`src/rtl/soc_system_pio_pkg.sv`:
```
// rtl/soc_system_pio_pkg.sv - shared constants and edge helper for the debounced PIO
package soc_system_pio_pkg;

    localparam int EDGE_RISING  = 0;
    localparam int EDGE_FALLING = 1;
    localparam int EDGE_ANY     = 2;

    localparam logic [1:0] PIO_ADDR_DATA         = 2'd0;
    localparam logic [1:0] PIO_ADDR_RAW          = 2'd1;
    localparam logic [1:0] PIO_ADDR_IRQ_MASK     = 2'd2;
    localparam logic [1:0] PIO_ADDR_EDGE_CAPTURE = 2'd3;

    // change marks the cycle the debounced level flips; new_level is the level it flips to
    function automatic logic edge_event(input int mode, input logic change, input logic new_level);
        case (mode)
            EDGE_RISING:  return change & new_level;
            EDGE_FALLING: return change & ~new_level;
            default:      return change;
        endcase
    endfunction

endpackage

```
`src/rtl/soc_system_debounced_pio_if.sv`:
```
// rtl/soc_system_debounced_pio_if.sv - Avalon-MM register bus of the debounced PIO
interface soc_system_debounced_pio_if;

    logic [1:0]  address;
    logic        chipselect;
    logic        write_n;
    logic [31:0] writedata;
    logic [31:0] readdata;

    modport master (
        output address,
        output chipselect,
        output write_n,
        output writedata,
        input  readdata
    );

    modport slave (
        input  address,
        input  chipselect,
        input  write_n,
        input  writedata,
        output readdata
    );

endinterface

```
`src/rtl/soc_system_pio_debounce_bit.sv`:
```
// rtl/soc_system_pio_debounce_bit.sv - two-flop synchroniser plus stable-count debounce for one input
module soc_system_pio_debounce_bit #(
    parameter int   DEBOUNCE_CYCLES = 50000,
    parameter logic IDLE_LEVEL      = 1'b1
) (
    input  logic clk,
    input  logic reset,
    input  logic in_bit,
    output logic raw,
    output logic stable,
    output logic change
);

    localparam int             CW   = $clog2(DEBOUNCE_CYCLES + 1);
    localparam logic [CW-1:0]  LAST = CW'(DEBOUNCE_CYCLES - 1);

    logic          sync1;
    logic          sync2;
    logic [CW-1:0] count;

    // Asserted in the cycle whose clock edge loads the new level into stable.
    assign change = (sync2 != stable) && (count == LAST);
    assign raw    = sync2;

    always_ff @(posedge clk) begin
        if (reset) begin
            sync1  <= IDLE_LEVEL;
            sync2  <= IDLE_LEVEL;
            stable <= IDLE_LEVEL;
            count  <= '0;
        end else begin
            sync1 <= in_bit;
            sync2 <= sync1;
            if (sync2 == stable) begin
                count <= '0;
            end else if (change) begin
                stable <= sync2;
                count  <= '0;
            end else begin
                count <= count + 1'b1;
            end
        end
    end

endmodule

```
`src/rtl/soc_system_debounced_pio.sv`:
```
// rtl/soc_system_debounced_pio.sv - debounced input PIO with edge capture, irq mask and level irq
module soc_system_debounced_pio
    import soc_system_pio_pkg::*;
#(
    parameter int               WIDTH           = 2,
    parameter int               DEBOUNCE_CYCLES = 50000,
    parameter int               EDGE_MODE       = 1,
    parameter logic [WIDTH-1:0] IDLE_LEVEL      = {WIDTH{1'b1}}
) (
    input  logic                        clk,
    input  logic                        reset,
    soc_system_debounced_pio_if.slave   bus,
    input  logic [WIDTH-1:0]            in_port,
    output logic                        irq
);

    if (EDGE_MODE < EDGE_RISING || EDGE_MODE > EDGE_ANY) begin : g_bad_edge_mode
        $error("soc_system_debounced_pio: EDGE_MODE must be 0, 1 or 2");
    end
    if (WIDTH < 1 || WIDTH > 32) begin : g_bad_width
        $error("soc_system_debounced_pio: WIDTH must be 1..32");
    end
    if (DEBOUNCE_CYCLES < 1) begin : g_bad_debounce
        $error("soc_system_debounced_pio: DEBOUNCE_CYCLES must be >= 1");
    end

    logic [WIDTH-1:0] raw;
    logic [WIDTH-1:0] stable;
    logic [WIDTH-1:0] change;
    logic [WIDTH-1:0] edge_evt;
    logic [WIDTH-1:0] edge_capture;
    logic [WIDTH-1:0] irq_mask;
    logic [WIDTH-1:0] clear_bits;
    logic [31:0]      read_mux;
    logic             wr;

    for (genvar g = 0; g < WIDTH; g++) begin : g_bit
        soc_system_pio_debounce_bit #(
            .DEBOUNCE_CYCLES (DEBOUNCE_CYCLES),
            .IDLE_LEVEL      (IDLE_LEVEL[g])
        ) u_debounce (
            .clk    (clk),
            .reset  (reset),
            .in_bit (in_port[g]),
            .raw    (raw[g]),
            .stable (stable[g]),
            .change (change[g])
        );

        // raw equals the level stable is about to take whenever change is set
        assign edge_evt[g] = edge_event(EDGE_MODE, change[g], raw[g]);
    end

    assign wr = bus.chipselect && !bus.write_n;

    always_comb begin
        clear_bits = '0;
        if (wr && bus.address == PIO_ADDR_EDGE_CAPTURE) begin
            clear_bits = bus.writedata[WIDTH-1:0];
        end
    end

    always_comb begin
        read_mux = '0;
        case (bus.address)
            PIO_ADDR_DATA:         read_mux[WIDTH-1:0] = stable;
            PIO_ADDR_RAW:          read_mux[WIDTH-1:0] = raw;
            PIO_ADDR_IRQ_MASK:     read_mux[WIDTH-1:0] = irq_mask;
            PIO_ADDR_EDGE_CAPTURE: read_mux[WIDTH-1:0] = edge_capture;
            default:               read_mux            = '0;
        endcase
    end

    always_ff @(posedge clk) begin
        if (reset) begin
            irq_mask     <= '0;
            edge_capture <= '0;
            bus.readdata <= '0;
        end else begin
            if (wr && bus.address == PIO_ADDR_IRQ_MASK) begin
                irq_mask <= bus.writedata[WIDTH-1:0];
            end
            // A new event in the same cycle as its clear keeps the bit set.
            edge_capture <= (edge_capture & ~clear_bits) | edge_evt;
            bus.readdata <= read_mux;
        end
    end

    assign irq = |(edge_capture & irq_mask);

endmodule

```
`src/flat_wrapper.sv`:
```
// flat-port wrapper written by rule: the top's interface ports become plain ports
module soc_system_debounced_pio_flat import soc_system_pio_pkg::*;
#(
    parameter int               WIDTH           = 2,
    parameter int               DEBOUNCE_CYCLES = 50000,
    parameter int               EDGE_MODE       = 1,
    parameter logic [WIDTH-1:0] IDLE_LEVEL      = {WIDTH{1'b1}}
)
  (clk, reset, in_port, irq, bus_address, bus_chipselect, bus_write_n, bus_writedata, bus_readdata);
  soc_system_debounced_pio_if bus_i ();
  input  logic clk;
  input  logic reset;
  input  logic [WIDTH-1:0] in_port;
  output logic irq;
  input wire logic [$bits(bus_i.address)-1:0] bus_address;
  input wire logic [$bits(bus_i.chipselect)-1:0] bus_chipselect;
  input wire logic [$bits(bus_i.write_n)-1:0] bus_write_n;
  input wire logic [$bits(bus_i.writedata)-1:0] bus_writedata;
  output wire logic [$bits(bus_i.readdata)-1:0] bus_readdata;
  assign bus_i.address = bus_address;
  assign bus_i.chipselect = bus_chipselect;
  assign bus_i.write_n = bus_write_n;
  assign bus_i.writedata = bus_writedata;
  assign bus_readdata = bus_i.readdata;
  soc_system_debounced_pio #(.WIDTH(WIDTH), .DEBOUNCE_CYCLES(DEBOUNCE_CYCLES), .EDGE_MODE(EDGE_MODE), .IDLE_LEVEL(IDLE_LEVEL)) u_core (.clk(clk), .reset(reset), .bus(bus_i), .in_port(in_port), .irq(irq));
endmodule
```
`config.mk`:
```
export PLATFORM = sky130hd
export DESIGN_NAME = soc_system_debounced_pio_flat
export DESIGN_NICKNAME = d
export VERILOG_FILES = /design/src/rtl/soc_system_pio_pkg.sv /design/src/rtl/soc_system_debounced_pio_if.sv /design/src/rtl/soc_system_pio_debounce_bit.sv /design/src/rtl/soc_system_debounced_pio.sv /design/src/flat_wrapper.sv
export SDC_FILE = /design/constraint.sdc
export NUM_CORES = 1
export LEC_CHECK = 0
export ABC_AREA = 0
export CAP_MARGIN = 10
export CELL_PAD_IN_SITES_DETAIL_PLACEMENT = 1
export CELL_PAD_IN_SITES_GLOBAL_PLACEMENT = 1
export CORE_UTILIZATION = 34
export CTS_BUF_LIST = sky130_fd_sc_hd__clkbuf_4 sky130_fd_sc_hd__clkbuf_8
export DETAILED_ROUTE_END_ITERATION = 8
export PLACE_DENSITY_LB_ADDON = 0.1
export SETUP_SLACK_MARGIN = 0.15
export SLEW_MARGIN = 20
export SYNTH_ARGS = -nofsm -noshare
export SYNTH_HDL_FRONTEND = slang
export SYNTH_SLANG_ARGS = --single-unit
export TNS_END_PERCENT = 10
```
`constraint.sdc`:
```
create_clock -name clk -period 1.8 [get_ports clk]
set_clock_uncertainty 0.1 [all_clocks]
set_input_delay 0.36 -clock clk [delete_from_list [all_inputs] [get_ports clk]]
set_output_delay 0.36 -clock clk [all_outputs]
set_load 0.01 [all_outputs]
```
==> impl_metrics.toml, run 1 <==
[run_status]
outcome = "finished, final reports clean"

[job]
cap_violations = 0

[die]
die_h_um = 80.9
io_pins = 73
std_cell_rows = 28
core_region_area_um2 = 5960
dieWidth_um = 80.9
initial_utilization_pct = 35.5
dieArea_um2 = 6540

[synthesis]
synth_area_um2 = 2120
synthCells = 233
synth_edf_count = 0
synth-seq-cells = 44
synth_top_area_share_pct = 41.6
yosys.area.top_type = "dfxtp_1"
ys_top_cells_by_area = "dfxtp_1 42%, buf_4 11%, nor2_1 6.7%"
ys_seq_area_share_pct = 41.6
post-synth-top-count-cell = "dfxtp_1"
synth_common_cells = "44 x dfxtp_1, 38 x nor2_1, 32 x buf_4"
synth_warnings = 0
yosysUniqueCellTypes = 36
yosys_most_used_dff = "dfxtp_1"
syn_avg_cell_area_um2 = 9.08
synthArstFlopShare_pct = 0

[cts]
path_clk_slew_ns = 0.08
cts_tree = "yes"
cts_max_level = 2
cts_buffers = 5
hold_buffers = 0
cts_sinks = 44
cts_root_buf = "clkbuf_8"
clk_latency_ns = 0.30
cts_buffer_depth = 2

[power_and_ir_drop]
power_density_nw_per_um2 = 703
p_comb_share_pct = 5.6
swShare_pct = 22.4
ir_worst_vdd_mv = 0.415
p_clk_share_pct = 37.8
total_power_mw = 1.74
p_switching_uw = 391
p_leak_nw = 0.894
sequentialPowerShare_pct = 56.6
p_int_mw = 1.35

[drt]
drtIter0Drc = 19
top_layer_used = "met4"
wl_per_cell_um = 11.4
dr_wl_met3_um = 125
vias = 1515
via_per_inst = 4.46
wl_met2_um = 1770
detail_route.first_pass.iterations = 4
antenna_left = 0
wl_met1_um = 1920
drc = 0
drt_wl_total_um = 3870

[sta]
setup_violations = 0
finalMaxSlewViolations = 0
rsz0062_at_grt = "yes"
max_freq_mhz = 595
finalCriticalPeriod_ns = 1.68
hold_viol = 0
post-route-period-util_pct = 93.4
finalHoldWorstSlack_ns = 0.315

[critical_path]
crit_arrival_ns = 1.82
worstPathRequired_ns = 1.93
start_kind = "flop"
worstSetupEndpointType = "flop"
critPathMaxFanout = 4
crit_type = "reg -> reg"

[global_routing]
grt_overflow = 0
grt_pass1_vias = 1467
grt_start_max_net_pins = 16
grt_usage_pct = 13.2
grt_pass1_wl_um = 6650
antenna_found_initial = 0

[place]
port_buffers = 12
place_congestion = 0.722
hpwlAfterDp_um = 2840

[final_layout]
syn_to_final_growth_pct = 17.1
antenna_cells = 0
n_fill_cell = 732
drive_gt1_share_pct = 18.1
fin_nets = 306

[hold_path]
min_path_type = "reg -> reg"
## layout by cell type (no fill, tap or decap), types with 5 or more instances in the layout
cell type,instances
inv_1,7
dfxtp_1,39
nand4_1,10
buf_4,17
clkdlybuf4s50_1,11
xor2_1,15
nor2_1,38
nand2_1,9
dfxtp_2,5
nand3_1,10
nor3_1,5
xnor2_1,14
clkbuf_8,6
conb_1,30
## critical path: stages, from the launching register on
cell	delay [ns]
dfxtp_1	0.36
ha_2	0.21
and4_2	0.26
nand4_2	0.17
or3b_1	0.39
a21oi_1	0.14
## metal layers
layer  up-vias  track usage, %
met2        24            21.3
met1       703            16.3
met4         0            5.54
met5         -               0
met3         6            4.04
li1        782               -
## metrics by stage
stage	util [%]	worst slack [ns]	instances	instance area (um2)	TNS, ns
6_report	41.6	0.119	340	2480	0
5_1_grt	41.6	0.0765	340	2480	0
4_1_cts	40.5	0.0648	338	2410	0
3_5_place_dp	38.9	-0.0231	330	2320	-0.0389
3_3_place_gp	38.9	-0.0164	330	2320	-0.0214
2_1_floorplan	-	0.206	262	2220	0
## cell type report
type	count	area (um2)	area share (%)
clock buffer	7	90.1	3.64
clock inverter	1	7.51	0.303
inverter	7	26.3	1.06
multi-input combinational	176	1110	44.6
sequential	44	887	35.8
tap	75	93.8	3.79
timing repair buffer	30	267	10.8
## logic make-up (layout without fill, tap and decap cells)
family / Yosys count / count (layout) / share of synthesized area, %
simple gates: 104 / 104 / 26.5
flops: 44 / 44 / 41.6
buf+inv: 42 / 45 / 13.2
xor+xnor: 29 / 29 / 12.0
compound gates: 7 / 7 / 2.19
mux: 4 / 4 / 3.07
fa+ha+maj: 2 / 2 / 1.18
other cells: 1 / 30 / 0.177
## worst paths after layout
path,startpoint,end,slack [ns],cells after the start
worst max-delay path,u_core.g_bit[0].u_debounce.count[1],u_core.edge_capture[0],0.12,5
worst min register to register,u_core.g_bit[0].u_debounce.sync1,u_core.g_bit[0].u_debounce.raw,0.32,1
worst max register to register,u_core.g_bit[0].u_debounce.count[1],u_core.edge_capture[0],0.12,5
worst min-delay path,u_core.g_bit[0].u_debounce.sync1,u_core.g_bit[0].u_debounce.raw,0.32,1
## power by group through the flow
| stage | clock, mW | sequential, mW | combinational, mW |
|---|---|---|---|
| final | 0.659 | 0.987 | 0.0967 |
| after global routing | 0.728 | 0.988 | 0.109 |
| after CTS | 0.693 | 0.987 | 0.0969 |
| after detailed placement | 0 | 1.01 | 0.0966 |
| after global placement | 0 | 1.01 | 0.0959 |
| after floorplan | 0 | 1.01 | 0.100 |
## flip-flops by register name, summed over array words and instances (netlist names)
signal,flops
u_core.bus.readdata,2
u_core.irq_mask,2
u_core.g_bit.u_debounce.raw,2
u_core.g_bit.u_debounce.count,32
u_core.g_bit.u_debounce.stable,2
u_core.edge_capture,2
u_core.g_bit.u_debounce.sync1,2
## timing repair
action / 4_1_cts / 5_1_grt
pin swaps: 0 / 3
resized for setup: 2 / 12
endpoints found under the setup margin: 2 / 33
buffers inserted: 0 / 2
cloned: 0 / 0
(Power assumes the default switching activity.)
==> run 2: changes to the inputs <==
- PLACE_DENSITY_LB_ADDON: 0.1 -> 0.2
- SYNTH_HIERARCHICAL: default -> 1
==> impl_metrics.toml, run 2 <==
[run_status]
outcome = "finished, violations left"
violations = "setup timing"

[sta]
finalMaxSlewViolations = 0
fin_tns_setup_ns = -1.31
finalCriticalPeriod_ns = 1.88
fin_ws_ns = -0.0801
rsz0062_at_grt = "yes"
max_freq_mhz = 532
hold_viol = 0
setup_violations = 33
post-route-period-util_pct = 104

[place]
port_buffers = 12
hpwlAfterDp_um = 2860
place_congestion = 0.703
place_area_um2 = 2430

[final_layout]
final_cell_mix = "41 x dfxtp_1, 37 x nor2_1, 30 x conb_1"
top_register = "u_core/g_bit.u_debounce/count"
n_fill_cell = 709
drive_gt1_share_pct = 20.6
largest_reg_flops = 32
fin_area_um2 = 2560
fin_nets = 313
syn_to_final_growth_pct = 19.3
mostFrequentLayoutCell = "dfxtp_1"
antenna_cells = 0

[synthesis]
synth_common_cells = "44 x dfxtp_1, 40 x nor2_1, 30 x buf_4"
synthArstFlopShare_pct = 0
synth-seq-cells = 44
ys_seq_area_share_pct = 41.1
synth_area_um2 = 2140
yosys_most_used_dff = "dfxtp_1"
yosys.area.top_type = "dfxtp_1"
synth_warnings = 6
post-synth-top-count-cell = "dfxtp_1"
synth_edf_count = 0
ys_top_cells_by_area = "dfxtp_1 41%, buf_4 11%, xnor2_1 9.0%"
syn_avg_cell_area_um2 = 9.31
synthCells = 230
synth_top_area_share_pct = 41.1
yosysUniqueCellTypes = 30

[cts]
cts_max_level = 2
cts_buffers = 5
clk_latency_ns = 0.29
cts_root_buf = "clkbuf_8"
postCtsSetupBuffers = 0
cts_tree = "yes"
path_clk_slew_ns = 0.08
cts_sinks = 44
cts_buffer_depth = 2

[critical_path]
cp_top_family = "simple AND/OR/NAND/NOR gates"
crit_arrival_ns = 1.96
r2r_slack_ns = -0.08
critPathMaxFanout = 15
ff2ff_path_depth = 4
worstPathRequired_ns = 1.88
worstSetupEndpointType = "flop"
slowest_delay_ns = 0.55
crit_type = "reg -> reg"
critPathBufInv = 0
start_kind = "flop"
path_cells = "or4_4, or4_4, nand2_4, nor2_1"
critPathSlowestCell = "or4_4"
r2r-start = "u_core/g_bit[0].u_debounce/count[13]"
endpoint = "u_core/g_bit[0].u_debounce/count[11]"
regToRegEndpoint = "u_core/g_bit[0].u_debounce/count[11]"
cp.depth = 4
crit_top_cell = "or4_4"
crit_start = "u_core/g_bit[0].u_debounce/count[13]"

[power_and_ir_drop]
p_leak_nw = 0.925
swShare_pct = 21.8
p_switching_uw = 383
p_int_mw = 1.37
ir_worst_vdd_mv = 0.399
p_comb_share_pct = 5.9
sequentialPowerShare_pct = 56.1
p_clk_share_pct = 37.9
power_density_nw_per_um2 = 687

[drt]
drtIter0Drc = 17
via_per_inst = 4.52
detail_route.first_pass.iterations = 2
vias = 1569
antenna_left = 0
wl_per_cell_um = 11.1
drc = 0
drt_wl_total_um = 3840

[die]
std_cell_rows = 28
dieArea_um2 = 6620
dieWidth_um = 81.4
core_region_area_um2 = 5990
initial_utilization_pct = 35.8
die_h_um = 81.4
io_pins = 73

[global_routing]
grt_pass1_wl_um = 6620
busiest_layer = "met2"
grtUsageMet3_pct = 2.02
grt_start_max_net_pins = 16
met2_usage_pct = 22.0
antenna_found_initial = 0
grt_usage_pct = 12.9
grt_overflow = 0
grt_pass1_vias = 1508
use_met1_pct = 16.3

[hold_path]
min_path_type = "reg -> reg"

[job]
cap_violations = 0
## run 2: cell count changes in the layout (fill, tap and decap cells not counted), moves of 3 or more
cell      before  now
xor2_1        15    8
xnor2_1       14   22
inv_1          7    4
or4_4          0    4
nand4b_1       0    3
nor4_1         2    8
nor4b_2        3    0
buf_4         17   24
## run 2: per-layer routing
metal  vias up  routed length (um)  share of wire (%)
met4         0                  55                1.4
met5         -                   0                  0
met1       728                1830                 48
li1        799                   -                  -
met3         6                 117                3.0
met2        36                1840                 48
## run 2: final cells by class
class	count	area, um2	area share, %
well taps	75	93.8	3.67
multi-input cells	179	1150	44.8
repair buffers	37	319	12.5
clock buffers	8	97.6	3.82
flip-flops and latches	44	885	34.6
inverters	4	15.0	0.587
## run 2: stage by stage
stage	hold WS, ns	util, %	std cells	setup slack, ns	power, mW
floorplan	0.289	-	259	-0.00606	1.11
global placement	0.291	40.6	339	-0.0500	1.11
detailed placement	0.299	40.6	339	-0.0593	1.11
CTS	0.319	42.6	347	-0.0856	1.79
global route	0.334	42.7	347	-0.122	1.84
finish	0.314	42.7	347	-0.0801	1.76
## run 2: worst register-to-register path: cells and delay by family, from the launching register on
kind | cells | cell delay [ns]
AND/OR/NAND/NOR | 4 | 1.36
flip-flops | 1 | 0.33
## run 2: power by group through the flow
stage,combinational (mW),clock (mW),sequential [mW]
2_1_floorplan,0.105,0,1.01
3_3_place_gp,0.102,0,1.01
3_5_place_dp,0.103,0,1.01
4_1_cts,0.104,0.700,0.986
5_1_grt,0.116,0.740,0.987
6_report,0.104,0.666,0.986
## run 2: cell families after synthesis
group,count (synthesis),synth area share (%)
compound gates,5,1.34
xor+xnor,30,12.3
fa+ha+maj,2,1.17
buf+inv,36,12.3
flops,44,41.1
mux,6,3.97
other cells,1,0.175
simple gates,106,27.7
## run 2: worst min-delay path by stage
stage / start / end / slack [ns] / depth (start not counted)
floorplan: u_core/g_bit[0].u_debounce/sync1 / u_core/g_bit[0].u_debounce/raw / 0.29 / 1
global placement: u_core/g_bit[1].u_debounce/sync1 / u_core/g_bit[1].u_debounce/raw / 0.29 / 1
detailed placement: u_core/g_bit[0].u_debounce/sync1 / u_core/g_bit[0].u_debounce/raw / 0.30 / 1
CTS: u_core/g_bit[0].u_debounce/sync1 / u_core/g_bit[0].u_debounce/raw / 0.32 / 1
global route: u_core/g_bit[0].u_debounce/sync1 / u_core/g_bit[0].u_debounce/raw / 0.33 / 1
finish: u_core/g_bit[1].u_debounce/sync1 / u_core/g_bit[1].u_debounce/raw / 0.31 / 1
## run 2: what timing repair did
action | in CTS | in global routing
setup endpoints to repair | 37 | 36
pin swaps | 5 | 2
hold buffers | 0 | 0
gates resized for setup | 7 | 2
==> run 3: changes to the inputs <==
- MAX_ROUTING_LAYER: default -> met4
- SKIP_LAST_GASP: default -> 1
==> impl_metrics.toml, run 3 (same netlist as run 2, synthesis figures left out) <==
[run_status]
outcome = "finished, violations left"
violations = "setup timing"

[critical_path]
r2r-start = "u_core/g_bit[0].u_debounce/count[13]"
crit_type = "reg -> reg"
critPathMaxFanout = 15
crit_arrival_ns = 1.96
r2r_slack_ns = -0.08
ff2ff_path_depth = 4
start_kind = "flop"
regToRegEndpoint = "u_core/g_bit[0].u_debounce/count[11]"
worstPathRequired_ns = 1.88
worstSetupEndpointType = "flop"

[drt]
via_per_inst = 4.54
top_layer_used = "met4"
dr_wl_met3_um = 121
drtIter0Drc = 31
wl_per_cell_um = 11.1
detail_route.first_pass.iterations = 4
antenna_left = 0
vias = 1576
drt_wl_total_um = 3860
drc = 0
wl_met1_um = 1850
wl_met2_um = 1830

[die]
std_cell_rows = 28
die_h_um = 81.4
core_region_area_um2 = 5990
io_pins = 73
dieArea_um2 = 6620
dieWidth_um = 81.4
initial_utilization_pct = 35.8

[job]
cap_violations = 0

[sta]
rsz0062_at_grt = "yes"
fin_tns_setup_ns = -1.29
hold_viol = 0
post-route-period-util_pct = 104
fin_ws_ns = -0.0784
max_freq_mhz = 532
setup_violations = 35
finalMaxSlewViolations = 0
finalCriticalPeriod_ns = 1.88

[place]
place_congestion = 0.711
hpwlAfterDp_um = 2860
port_buffers = 12
place_area_um2 = 2430

[hold_path]
whs_path_depth = 1
holdPathEnd = "u_core/g_bit[1].u_debounce/raw"
hold_start = "u_core/g_bit[1].u_debounce/sync1"
min_path_type = "reg -> reg"

[power_and_ir_drop]
ir_worst_vdd_mv = 0.401
power_density_nw_per_um2 = 688
total_power_mw = 1.76
p_leak_nw = 0.919

[cts]
cts_root_buf = "clkbuf_8"
cts_max_level = 2
cts_tree = "yes"
cts_buffers = 5
cts_sinks = 44
clk_latency_ns = 0.29
path_clk_slew_ns = 0.08
hold_buffers = 0
cts_buffer_depth = 2

[final_layout]
fin_nets = 313
largest_reg_flops = 32
top_register = "u_core/g_bit.u_debounce/count"
mostFrequentLayoutCell = "dfxtp_1"
antenna_cells = 0
drive_gt1_share_pct = 19.9
syn_to_final_growth_pct = 19.2
n_fill_cell = 711
final_cell_mix = "42 x dfxtp_1, 38 x nor2_1, 30 x conb_1"
fin_area_um2 = 2550

[global_routing]
grt_pass1_wl_um = 6640
grt_start_max_net_pins = 16
grt_usage_pct = 13.3
antenna_found_initial = 0
grt_overflow = 0
grt_pass1_vias = 1512
[run 3: cell types whose count changed in the layout (fill, tap and decap cells not counted), sizes merged]
cell           previous run  this run
clkdlybuf4s50            11        12
dlygate4sd2               1         0
[run 3: how the worst max path moves through the flow]
stage,from,to,slack [ns],cells past startpoint
6_report,u_core/g_bit[0].u_debounce/count[13],u_core/g_bit[0].u_debounce/count[11],-0.08,4
2_1_floorplan,u_core/g_bit[0].u_debounce/count[9],u_core/g_bit[0].u_debounce/count[9],-0.006,5
3_3_place_gp,u_core/g_bit[0].u_debounce/count[12],u_core/g_bit[0].u_debounce/count[9],-0.05,4
5_1_grt,u_core/g_bit[0].u_debounce/count[13],u_core/g_bit[0].u_debounce/count[6],-0.12,4
4_1_cts,u_core/g_bit[0].u_debounce/count[13],u_core/g_bit[0].u_debounce/count[10],-0.09,4
3_5_place_dp,u_core/g_bit[1].u_debounce/count[12],u_core/edge_capture[1],-0.06,5
[run 3: through the flow]
stage,worst slack (ns),hold slack [ns],utilization (%),instances
after floorplan,-0.00606,0.289,-,259
after global placement,-0.0500,0.291,40.6,339
after detailed placement,-0.0593,0.299,40.6,339
after CTS,-0.0856,0.319,42.5,347
after global routing,-0.123,0.334,42.6,347
final,-0.0784,0.314,42.6,347
[run 3: timing repair]
item / in CTS / in global routing
pin swaps: 4 / 2
buffers inserted: 0 / 0
gates resized for setup: 5 / 1
setup endpoints to repair: 37 / 37
[run 3: layout make-up]
cell class              instances  area, um2  share of cell area [%]
repair buffers                 37        320                    12.5
flip-flops and latches         44        883                    34.6
inverters                       4       15.0                   0.588
multi-input cells             179       1140                    44.8
clock buffers                   8       97.6                    3.82
well taps                      75       93.8                    3.67
[run 3: worst max-delay path, stage by stage (launching register included)]
cell and delay (ns):
dfxtp_1 0.32, or4_4 0.53, or4_4 0.55, nand2_4 0.19, nor2_1 0.08
[run 3: power breakdown]
part	total [mW]	internal [mW]	switching, mW
combinational	0.104	0.0475	0.0565
sequential	0.986	0.981	0.00416
clock	0.667	0.344	0.323
[run 3: per-layer routing]
layer | GRT usage (%) | up-vias
met5 | - | -
met1 | 16.1 | 733
met4 | 4.29 | 0
met3 | 2.36 | 6
met2 | 22.3 | 38
li1 | - | 799
